**src/rtl/debug_mmio_monitor_pkg.sv**
```systemverilog
// Shared constants and types for the debug MMIO monitor: register offsets
// inside the 8-word window, STATUS bit positions and the decoded bus request.
package debug_mmio_monitor_pkg;

  localparam logic [2:0] DBG_OFF_CH0    = 3'd0;
  localparam logic [2:0] DBG_OFF_CH1    = 3'd1;
  localparam logic [2:0] DBG_OFF_CH2    = 3'd2;
  localparam logic [2:0] DBG_OFF_CH3    = 3'd3;
  localparam logic [2:0] DBG_OFF_INSTR  = 3'd4;
  localparam logic [2:0] DBG_OFF_CYCLE  = 3'd5;
  localparam logic [2:0] DBG_OFF_STATUS = 3'd6;
  localparam logic [2:0] DBG_OFF_TERM   = 3'd7;

  localparam int DBG_ST_OVF_LSB  = 0;
  localparam int DBG_ST_FULL_LSB = 8;
  localparam int DBG_ST_HALT_BIT = 16;

  // Bus access already qualified by window hit and clock enable.
  typedef struct packed {
    logic       hit;
    logic [2:0] off;
    logic       wr;
    logic       rd;
  } dbg_req_t;

endpackage

```
**src/rtl/debug_mmio_monitor_fifo.sv**
```systemverilog
// Synchronous FIFO for one output channel. Pointers carry an extra wrap bit
// so full and empty are told apart without a separate occupancy counter.
// A push into a full FIFO is accepted only if a pop frees a slot that cycle.
module debug_fifo #(
  parameter int DATA_W = 32,
  parameter int DEPTH  = 16
) (
  input  logic              i_clk,
  input  logic              i_rst,
  input  logic              i_clk_en,
  input  logic              i_push,
  input  logic              i_pop,
  input  logic [DATA_W-1:0] i_wdata,
  output logic [DATA_W-1:0] o_rdata,
  output logic              o_full,
  output logic              o_empty
);

  localparam int AW = $clog2(DEPTH);

  logic [AW:0]       wr_q, wr_d, rd_q, rd_d;
  logic [DATA_W-1:0] mem_q [DEPTH];
  logic              do_push, do_pop;

  // Flags, accepted operations and next pointers.
  always_comb begin
    o_empty = (wr_q == rd_q);
    o_full  = (wr_q[AW] != rd_q[AW]) && (wr_q[AW-1:0] == rd_q[AW-1:0]);
    do_pop  = i_clk_en & i_pop & ~o_empty;
    do_push = i_clk_en & i_push & (~o_full | do_pop);
    wr_d    = wr_q;
    rd_d    = rd_q;
    if (do_push) wr_d = wr_q + (AW+1)'(1);
    if (do_pop)  rd_d = rd_q + (AW+1)'(1);
    o_rdata = mem_q[rd_q[AW-1:0]];
  end

  // Pointer state; reset flushes any queued entries.
  always_ff @(posedge i_clk or posedge i_rst) begin
    if (i_rst) begin
      wr_q <= '0;
      rd_q <= '0;
    end else begin
      wr_q <= wr_d;
      rd_q <= rd_d;
    end
  end

  // Storage array; contents are meaningless until the pointers cover them.
  always_ff @(posedge i_clk) begin
    if (do_push) mem_q[wr_q[AW-1:0]] <= i_wdata;
  end

endmodule

```
**src/rtl/debug_mmio_monitor.sv**
```systemverilog
// Debug MMIO monitor on the cpu data bus: per-channel STDOUT FIFOs,
// instruction/cycle counters, sticky overflow status and a terminate latch.
module debug_mmio_monitor
  import debug_mmio_monitor_pkg::*;
#(
  parameter int                ADDR_W     = 24,
  parameter int                DATA_W     = 32,
  parameter logic [ADDR_W-1:0] BASE_ADDR  = 24'hFFFFF8,
  parameter int                NCHAN      = 2,
  parameter int                FIFO_DEPTH = 16,
  parameter int                CNT_W      = 32
) (
  input  logic                    i_clk,
  input  logic                    i_rst,
  input  logic                    i_clk_en,
  input  logic [ADDR_W-1:0]       i_addr,
  input  logic                    i_wr,
  input  logic                    i_rd,
  input  logic [DATA_W-1:0]       i_wdata,
  output logic [DATA_W-1:0]       o_rdata,
  output logic                    o_rvalid,
  input  logic                    i_retire,
  output logic [NCHAN-1:0]        o_ch_valid,
  output logic [NCHAN*DATA_W-1:0] o_ch_data,
  input  logic [NCHAN-1:0]        i_ch_ready,
  output logic                    o_halt,
  output logic [DATA_W-1:0]       o_exit_code
);

  dbg_req_t          req;
  logic [NCHAN-1:0]  push, pop, full, empty, ovf_set;
  logic [NCHAN-1:0]  ovf_q, ovf_d;
  logic [CNT_W-1:0]  instr_q, instr_d, cycle_q, cycle_d;
  logic [DATA_W-1:0] rdata_q, rdata_d, exit_q, exit_d, status;
  logic              rvalid_q, rvalid_d, halt_q, halt_d;

  // Window decode and per-channel push/pop/overflow qualification.
  always_comb begin
    req.hit = (i_addr[ADDR_W-1:3] == BASE_ADDR[ADDR_W-1:3]);
    req.off = i_addr[2:0];
    req.wr  = i_clk_en & i_wr & req.hit;
    req.rd  = i_clk_en & i_rd & req.hit;
    for (int c = 0; c < NCHAN; c++) begin
      push[c]    = req.wr & ~halt_q & (req.off == 3'(c));
      pop[c]     = ~empty[c] & i_ch_ready[c];
      ovf_set[c] = push[c] & full[c] & ~pop[c];
    end
  end

  generate
    for (genvar g = 0; g < NCHAN; g++) begin : g_ch
      debug_fifo #(.DATA_W(DATA_W), .DEPTH(FIFO_DEPTH)) u_fifo (
        .i_clk   (i_clk),
        .i_rst   (i_rst),
        .i_clk_en(i_clk_en),
        .i_push  (push[g]),
        .i_pop   (pop[g]),
        .i_wdata (i_wdata),
        .o_rdata (o_ch_data[g*DATA_W +: DATA_W]),
        .o_full  (full[g]),
        .o_empty (empty[g])
      );
    end
  endgenerate

  // STATUS word as seen by a read this cycle.
  always_comb begin
    status = '0;
    status[DBG_ST_OVF_LSB  +: NCHAN] = ovf_q;
    status[DBG_ST_FULL_LSB +: NCHAN] = full;
    status[DBG_ST_HALT_BIT]          = halt_q;
  end

  // Next state for read port, overflow bits, counters and halt latch.
  always_comb begin
    rdata_d  = rdata_q;
    rvalid_d = rvalid_q;
    ovf_d    = ovf_q;
    instr_d  = instr_q;
    cycle_d  = cycle_q;
    halt_d   = halt_q;
    exit_d   = exit_q;
    if (i_clk_en) begin
      rvalid_d = req.rd;
      if (req.rd) begin
        case (req.off)
          DBG_OFF_INSTR:  rdata_d = DATA_W'(instr_q);
          DBG_OFF_CYCLE:  rdata_d = DATA_W'(cycle_q);
          DBG_OFF_STATUS: rdata_d = status;
          DBG_OFF_TERM:   rdata_d = '0;
          default:        rdata_d = '0;
        endcase
      end
      // A new overflow wins over the read-to-clear in the same cycle.
      ovf_d = (ovf_q & ~{NCHAN{req.rd && req.off == DBG_OFF_STATUS}}) | ovf_set;
      if (!halt_q) begin
        cycle_d = cycle_q + CNT_W'(1);
        if (i_retire) instr_d = instr_q + CNT_W'(1);
        if (req.wr && req.off == DBG_OFF_TERM) begin
          halt_d = 1'b1;
          exit_d = i_wdata;
        end
      end
    end
  end

  // Top-level registers.
  always_ff @(posedge i_clk or posedge i_rst) begin
    if (i_rst) begin
      rdata_q  <= '0;
      rvalid_q <= 1'b0;
      ovf_q    <= '0;
      instr_q  <= '0;
      cycle_q  <= '0;
      halt_q   <= 1'b0;
      exit_q   <= '0;
    end else begin
      rdata_q  <= rdata_d;
      rvalid_q <= rvalid_d;
      ovf_q    <= ovf_d;
      instr_q  <= instr_d;
      cycle_q  <= cycle_d;
      halt_q   <= halt_d;
      exit_q   <= exit_d;
    end
  end

  assign o_rdata     = rdata_q;
  assign o_rvalid    = rvalid_q;
  assign o_ch_valid  = ~empty;
  assign o_halt      = halt_q;
  assign o_exit_code = exit_q;

endmodule

```
**config.mk**
```make
export PLATFORM = sky130hd
export DESIGN_NAME = debug_mmio_monitor
export DESIGN_NICKNAME = d
export VERILOG_FILES = /design/src/rtl/debug_mmio_monitor_pkg.sv /design/src/rtl/debug_mmio_monitor_fifo.sv /design/src/rtl/debug_mmio_monitor.sv
export SDC_FILE = /design/constraint.sdc
export NUM_CORES = 1
export LEC_CHECK = 0
export CAP_MARGIN = 20
export CORE_MARGIN = 2
export CORE_UTILIZATION = 35
export CTS_CLUSTER_DIAMETER = 100
export DETAILED_ROUTE_END_ITERATION = 10
export SLEW_MARGIN = 20
export SYNTH_ARGS = -nofsm -noshare
export SYNTH_HDL_FRONTEND = slang
export SYNTH_SLANG_ARGS = --single-unit
```
**constraint.sdc**
```tcl
create_clock -name i_clk -period 11.7 [get_ports i_clk]
set_input_delay 2.925 -clock i_clk [delete_from_list [all_inputs] [get_ports i_clk]]
set_output_delay 2.925 -clock i_clk [all_outputs]
set_load 0.005 [all_outputs]
```
**Word level (Yosys, flattened, before mapping)**

Memories as Yosys holds them, arrays and structs flattened.
Index checks and enable logic that the tools add are counted.

- Register bits: 152
- Bits in latches: 0
- Memory bits (writable): 1024
- ROM bits: 0
- Input bits: 64
- Output and inout bits: 132
- Logic and storage cells: 81
- Memories: 2

- Add/subtract/negate cells: 6
- Multiply operators: 0
- Divide/modulo/power cells: 0
- Order comparisons: 0
- Eq/ne operators: 12
- Shift operators: 0
- Mux-type cells: 7
- Bitwise gates (word level): 34
- Reduce and logical (&&, ||, !) cells: 9

Memory list:

| memory | depth | bits a word | read ports | clocked after Yosys merged registers in | wr ports | line | source |
|---|---|---|---|---|---|---|---|
| g_ch[0].u_fifo.mem_q | 16 | 32 | 1 | 0 | 1 | debug_mmio_monitor_fifo.sv:22 | `logic [DATA_W-1:0] mem_q [DEPTH];` |
| g_ch[1].u_fifo.mem_q | 16 | 32 | 1 | 0 | 1 | debug_mmio_monitor_fifo.sv:22 |  |

Operators by type and width:

| cell | count |
|---|---|
| 32-bit one-hot mux with 3 select lines | 1 |
| 32-bit by 1-bit adder with 32-bit output, second input constant | 2 |
| 1-bit AND | 21 |
| 21-bit == test, second input constant | 1 |
| 5-bit by 1-bit adder with 5-bit output, second input constant | 4 |
| 3-bit == test, second input constant | 4 |
| 5-bit == test | 2 |
| 4-bit == test | 2 |
| 1-bit NOT | 7 |
| 1-bit 2-to-1 mux | 6 |
| 3-bit AND reduction | 2 |
| 1-bit logical AND | 4 |
| 2-bit NOT | 2 |
| 2-bit AND reduction | 2 |
| 3-bit by 1-bit == test with 1-bit output, second input constant | 1 |
| 3-bit zero test | 1 |
| 2-bit AND | 1 |
| 1-bit != test | 2 |
| 1-bit bitwise OR | 2 |
| 2-bit bitwise OR | 1 |

**Longest topological paths before layout**

- Depth in word-level cells: 9
- Gate-level depth with buffers: 8
- Gate-level depth less buffers: 6

**Cells and area by module**

Synthesis repeated with hierarchy kept, for this count alone.

- Cell total of the unflattened synthesis: 2227
- Area, all modules: 45364.8 sq um

By module, submodules not included:

| module | times used | cells an instance | area an instance (sq um) | seq. area each (sq um) |
|---|---|---|---|---|
| debug_fifo | 2 | 858 | 19796.5 | 15625.0 |
| debug_mmio_monitor | 1 | 511 | 5771.8 | 3303.2 |

**Least setup slack after synthesis**

No wires, ideal clock.

- Path type: input-to-reg
- From: input i_clk_en
- To: memory g_ch[0].u_fifo.mem_q[0][0], enable pin
- Library setup time: 0.513 ns
- Arrival time: 7.304 ns
- Data required time: 11.187 ns
- Path slack: 3.883 ns
- Stages: 6
- Buffers on the path: 2
- Path through: buf_2 nor4b_2 and2_1 o2111ai_1 clkbuf_1 nor4b_1

- Word-level cells in the longest chain between the ends: 8
- Elaborated cells between the ends (all ways): 11
- Those cells by class: mux: 2; bitwise: 9

Ends and longest elaborated chain:

| item | line | source |
|---|---|---|
| start, declared | debug_mmio_monitor.sv:15 | `input logic i_clk_en,` |
| 1-bit AND (2 in a row) | debug_mmio_monitor.sv:41 | `req.wr = i_clk_en & i_wr & req.hit;` |
| 1-bit AND (2 in a row) | debug_mmio_monitor.sv:44 | `push[c] = req.wr & ~halt_q & (req.off == 3'(c));` |
| 1-bit AND | debug_mmio_monitor_fifo.sv:30 | `do_push = i_clk_en & i_push & (~o_full \| do_pop);` |
| 1-bit AND * | debug_mmio_monitor_fifo.sv:30 |  |
| 1-bit 2-to-1 mux * | debug_mmio_monitor_fifo.sv:51 | `if (do_push) mem_q[wr_q[AW-1:0]] <= i_wdata;` |
| 1-bit 2-to-1 mux (not written as such) * | debug_mmio_monitor_fifo.sv:51 |  |
| end, declared | debug_mmio_monitor_fifo.sv:22 |  |

Every way passes the cells marked *; elsewhere a longest branch is shown, timed or not.

**Worst setup path after layout**

- From: register g_ch[0].u_fifo.rd_q[1]
- To: output o_ch_data[13]

- Word-level cells in the longest chain between the ends: 1

Ends and longest elaborated chain:

| item | line | source |
|---|---|---|
| start, declared | debug_mmio_monitor_fifo.sv:21 | `logic [AW:0] wr_q, wr_d, rd_q, rd_d;` |
| start signal, assigned | debug_mmio_monitor_fifo.sv:45 | `rd_q <= rd_d;` |
| memory 16 x 32 bit | -- |  |
| end, declared | debug_mmio_monitor.sv:24 | `output logic [NCHAN*DATA_W-1:0] o_ch_data,` |

Every way passes these cells.

==> impl_metrics.prom <==
# TYPE chip_impl_metric gauge
chip_impl_metric{name="fin_util",unit="%"} 41.6
chip_impl_metric{name="grt_pass1_wl",unit="mm"} 157
chip_impl_metric{name="cts_hold_buf",unit=""} 0
chip_impl_metric{name="route.antenna.remaining_nets",unit=""} 0
chip_impl_metric{name="crit_path_max_fanout",unit=""} 69
chip_impl_info{name="clk_root_buffer_cell",value="sky130_fd_sc_hd__clkbuf_16"} 1
chip_impl_metric{name="floorplan.initialDensity",unit="%"} 35.2
chip_impl_metric{name="number_of_buffers_inserted_during_clock_tree_synthesis",unit=""} 120
chip_impl_info{name="crit_path_start",value="g_ch[0].u_fifo.rd_q[1]$_DFFE_PP0P_"} 1
chip_impl_info{name="path_class",value="reg2out"} 1
chip_impl_info{name="timing.critical_path.to_type",value="output port"} 1
chip_impl_metric{name="timing.setup.tns",unit="ns"} 0
chip_impl_metric{name="total_power_consumption_of_the_routed_design",unit="mW"} 11.2
chip_impl_metric{name="finalMaxSlewViolations",unit=""} 0
chip_impl_metric{name="data_arrival_at_the_endpoint_of_the_critical_path",unit="ns"} 4.27
chip_impl_info{name="worst_path_most_repeated_cell",value="sky130_fd_sc_hd__mux4_2"} 1
chip_impl_info{name="grt_setup_unrepaired",value="false"} 1
chip_impl_metric{name="timing_hold_violations_final",unit=""} 0
chip_impl_metric{name="grt.overflow.total",unit=""} 0
chip_impl_info{name="cts_tree",value="done"} 1
chip_impl_metric{name="floorplan_row_count",unit=""} 132
chip_impl_metric{name="ys_async_rst_share",unit="%"} 12.9
chip_impl_metric{name="area_growth_syn_to_layout",unit="%"} 18.2
chip_impl_metric{name="syn-num-nets",unit=""} 2148
chip_impl_metric{name="synth_edf_count",unit=""} 1024
chip_impl_metric{name="synth_warnings",unit=""} 0
chip_impl_metric{name="total_leakage_power",unit="nW"} 17.5
chip_impl_metric{name="cts_max_path_buffers",unit=""} 3
chip_impl_metric{name="firstDrtPassIters",unit=""} 5
chip_impl_metric{name="post_route_cells_drive_above_1_share",unit="%"} 27.3
chip_impl_metric{name="remaining_drc_errors",unit=""} 0
chip_impl_metric{name="place_hpwl",unit="mm"} 62.4
chip_impl_metric{name="relSlewSlack",unit="%"} 26.4
chip_impl_metric{name="wl",unit="mm"} 109
chip_impl_metric{name="die_w",unit="um"} 364
chip_impl_metric{name="critPathRequiredTime",unit="ns"} 8.78
chip_impl_metric{name="worst_reg2reg_path_length_in_cells",unit=""} 6
chip_impl_info{name="worstHoldStart",value="instr_q[31]$_DFFE_PP0P_"} 1
chip_impl_metric{name="ys_seq_area_share",unit="%"} 76.0
chip_impl_metric{name="clock.fmax",unit="MHz"} 139
chip_impl_info{name="run_status",value="complete, no violations"} 1
chip_impl_metric{name="die_h",unit="um"} 364
chip_impl_info{name="hold_path_end",value="instr_q[31]$_DFFE_PP0P_"} 1
chip_impl_metric{name="critical_path_buf_inv_count",unit=""} 2
chip_impl_info{name="critical_path_cell_list",value="buf_4 -> mux4_2 -> mux4_2 -> clkdlybuf4s50_1"} 1
chip_impl_metric{name="final.period_utilization",unit="%"} 61.5
chip_impl_metric{name="maxCapViolCount",unit=""} 0
chip_impl_metric{name="period_needed",unit="ns"} 7.20
chip_impl_metric{name="min_delay_path_depth",unit=""} 1
chip_impl_info{name="slowest_stage_cell_on_the_critical_path",value="sky130_fd_sc_hd__dfrtp_4"} 1
chip_impl_info{name="worst_setup_path_start_kind",value="flip-flop"} 1
chip_impl_info{name="timing.rr.start",value="g_ch[0].u_fifo.rd_q[1]$_DFFE_PP0P_"} 1
chip_impl_metric{name="setup_viol",unit=""} 0
chip_impl_metric{name="total_number_of_vias",unit=""} 21669
chip_impl_metric{name="buffer_ports.inserted",unit=""} 195
chip_impl_metric{name="boundaryPins",unit=""} 196
chip_impl_metric{name="peakVddDrop",unit="mV"} 0.150
chip_impl_info{name="mostFrequentLayoutCell",value="sky130_fd_sc_hd__edfxtp_1"} 1
chip_impl_metric{name="place_congestion",unit=""} 0.770
chip_impl_metric{name="netlist_instances",unit=""} 2072
chip_impl_metric{name="max_slew.worst_pin.slew",unit="ns"} 1.10
chip_impl_metric{name="finalClockSkew",unit="ns"} 0.0266
chip_impl_metric{name="per_instance_average_area_after_synthesis",unit="um2"} 21.9
chip_impl_metric{name="synth.cell_area",unit="mm2"} 0.0455
chip_impl_metric{name="die-area",unit="mm2"} 0.133
chip_impl_metric{name="synth_cell_types",unit=""} 51
chip_impl_metric{name="r2r_setup_slack",unit="ns"} 7.13
chip_impl_metric{name="floorplan.core_area",unit="mm2"} 0.129
chip_impl_metric{name="clk_pin_slew",unit="ns"} 0.06
chip_impl_info{name="layout.cells.most_common_list",value="1,024 x sky130_fd_sc_hd__edfxtp_1, 320 x sky130_fd_sc_hd__mux4_2, 175 x sky130_fd_sc_hd__clkdlybuf4s50_1"} 1
chip_impl_metric{name="number_of_antenna_violations_at_the_first_check_in_global_routing",unit=""} 6
chip_impl_metric{name="clkSinkCount",unit=""} 1176
chip_impl_metric{name="cts_max_level",unit=""} 3
chip_impl_info{name="yosys_most_used_dff",value="sky130_fd_sc_hd__edfxtp_1"} 1
chip_impl_metric{name="drt_iter0_drc",unit=""} 2198
chip_impl_metric{name="cts_resized",unit=""} 0
chip_impl_info{name="hp-class",value="reg2reg"} 1
chip_impl_metric{name="grtUsageTotal",unit="%"} 16.4
chip_impl_metric{name="wl_per_cell",unit="um"} 25.9
chip_impl_metric{name="nNetsFinal",unit=""} 2424
chip_impl_info{name="critPathTopFamily",value="buffers and inverters"} 1
chip_impl_metric{name="crit_path_max_incr_delay",unit="ns"} 1.07
chip_impl_metric{name="grt_start_max_net_pins",unit=""} 109
chip_impl_metric{name="ys_seq_elements",unit=""} 1176
chip_impl_metric{name="cts.repair_timing.setup_buffer_count",unit=""} 0
chip_impl_info{name="reg2reg_to",value="g_ch[0].u_fifo.mem_q[15][30]$_DFFE_PP_"} 1
chip_impl_metric{name="first_global_vias",unit=""} 22862
chip_impl_metric{name="vias_per_cell",unit=""} 5.16
chip_impl_metric{name="power_density",unit="mW/mm2"} 208
chip_impl_metric{name="clk-insertion-delay-late",unit="ns"} 0.72
-- synthesized netlist by cell type (2+ instances only) --
library cell                  n  area share [%]
sky130_fd_sc_hd__and2_1      12            0.17
sky130_fd_sc_hd__dfrtp_1    152             8.4
sky130_fd_sc_hd__inv_1       13            0.11
sky130_fd_sc_hd__mux2_2      36            0.89
sky130_fd_sc_hd__mux2i_1      5            0.11
sky130_fd_sc_hd__o22ai_1      2           0.028
sky130_fd_sc_hd__nor2_1      32            0.26
sky130_fd_sc_hd__nand2_1     75            0.62
sky130_fd_sc_hd__nand3b_1     2           0.033
sky130_fd_sc_hd__a22oi_1     27            0.45
sky130_fd_sc_hd__clkbuf_1    70            0.58
sky130_fd_sc_hd__nor4bb_1     2           0.044
sky130_fd_sc_hd__xnor2_1     56             1.1
sky130_fd_sc_hd__nand4_1     21            0.29
sky130_fd_sc_hd__o31ai_1      2           0.033
sky130_fd_sc_hd__nor3b_1      4           0.066
sky130_fd_sc_hd__nand3_1     25            0.28
sky130_fd_sc_hd__nor4_1       2           0.028
sky130_fd_sc_hd__nor4b_1      4           0.077
sky130_fd_sc_hd__and4b_1      2           0.044
sky130_fd_sc_hd__and4_1      16            0.31
sky130_fd_sc_hd__nor2b_1      3           0.041
sky130_fd_sc_hd__a21oi_1      3           0.033
sky130_fd_sc_hd__buf_2       28            0.31
sky130_fd_sc_hd__buf_1        6           0.050
sky130_fd_sc_hd__o21ai_0     34            0.37
sky130_fd_sc_hd__nor3_1       7           0.077
sky130_fd_sc_hd__mux4_2     320              16
sky130_fd_sc_hd__nand2b_1     2           0.028
sky130_fd_sc_hd__edfxtp_1  1024              68
sky130_fd_sc_hd__nor4_2       3           0.083
sky130_fd_sc_hd__or3_1        2           0.028
sky130_fd_sc_hd__xor2_1      32            0.62
sky130_fd_sc_hd__ha_1        12            0.33
sky130_fd_sc_hd__and3_1      19            0.26
sky130_fd_sc_hd__a21o_1       2           0.033
-- cell families (layout without fill, tap and decap cells) --
group / after synthesis / count (layout) / synth area share, %
compound gates: 75 / 75 / 1.08
other cells: 0 / 5 / 0
mux: 362 / 362 / 16.9
flops: 1176 / 1176 / 76.0
buf+inv: 117 / 499 / 1.04
fa+ha+maj: 12 / 12 / 0.330
simple gates: 242 / 242 / 2.97
xor+xnor: 88 / 88 / 1.70
-- metal layers --
metal  GRT usage, %  part of all wire [%]  up-vias
met5              0                 0.041        -
met4           4.25                   2.3        6
met3           3.88                   6.5      160
met2           27.4                    50      626
met1           21.4                    42    11717
li1               -                     -     9160
-- through the flow --
step | setup WS, ns | instances | instance area [um2] | hold WS, ns
3_3_place_gp | 4.78 | 3965 | 49800 | 0.464
4_1_cts | 4.37 | 4194 | 53700 | 0.483
6_report | 4.50 | 4201 | 53700 | 0.481
3_5_place_dp | 4.66 | 3966 | 49800 | 0.471
5_1_grt | 4.21 | 4196 | 53700 | 0.508
2_1_floorplan | 3.88 | 2072 | 45500 | 0.446
-- state kept, by name, summed over array words and instances, names as in the netlist, 2 cells and up --
signal and count:
g_ch.u_fifo.wr_q 10, instr_q 32, ovf_q 2, g_ch.u_fifo.mem_q 1024, cycle_q 32, g_ch.u_fifo.rd_q 10
o_exit_code 32, o_rdata 32
-- cell type report --
type / instances / area (um2)
fillers: 11197 / 75400
flip-flops and latches: 1176 / 34600
multi-input cells: 779 / 10600
clock buffers: 157 / 3230
repair buffers: 258 / 2390
well taps: 1742 / 2180
clock inverters: 71 / 642
inverters: 13 / 56.3
diodes: 5 / 12.5
-- worst max-delay path by stage --
stage | to | depth (start not counted)
2_1_floorplan | g_ch[0].u_fifo.mem_q[0][0]$_DFFE_PP_ | 6
3_3_place_gp | g_ch[1].u_fifo.mem_q[10][17]$_DFFE_PP_ | 6
3_5_place_dp | g_ch[1].u_fifo.mem_q[8][17]$_DFFE_PP_ | 6
4_1_cts | o_ch_data[16] | 4
5_1_grt | o_ch_data[62] | 5
6_report | o_ch_data[13] | 4
-- power by group --
part           switching [mW]  internal (mW)  leakage [nW]
sequential              0.203           4.58          11.3
combinational            1.10           1.52          4.33
clock                    1.59           2.15          1.89
Note: power is estimated with default switching activity, not from simulation.
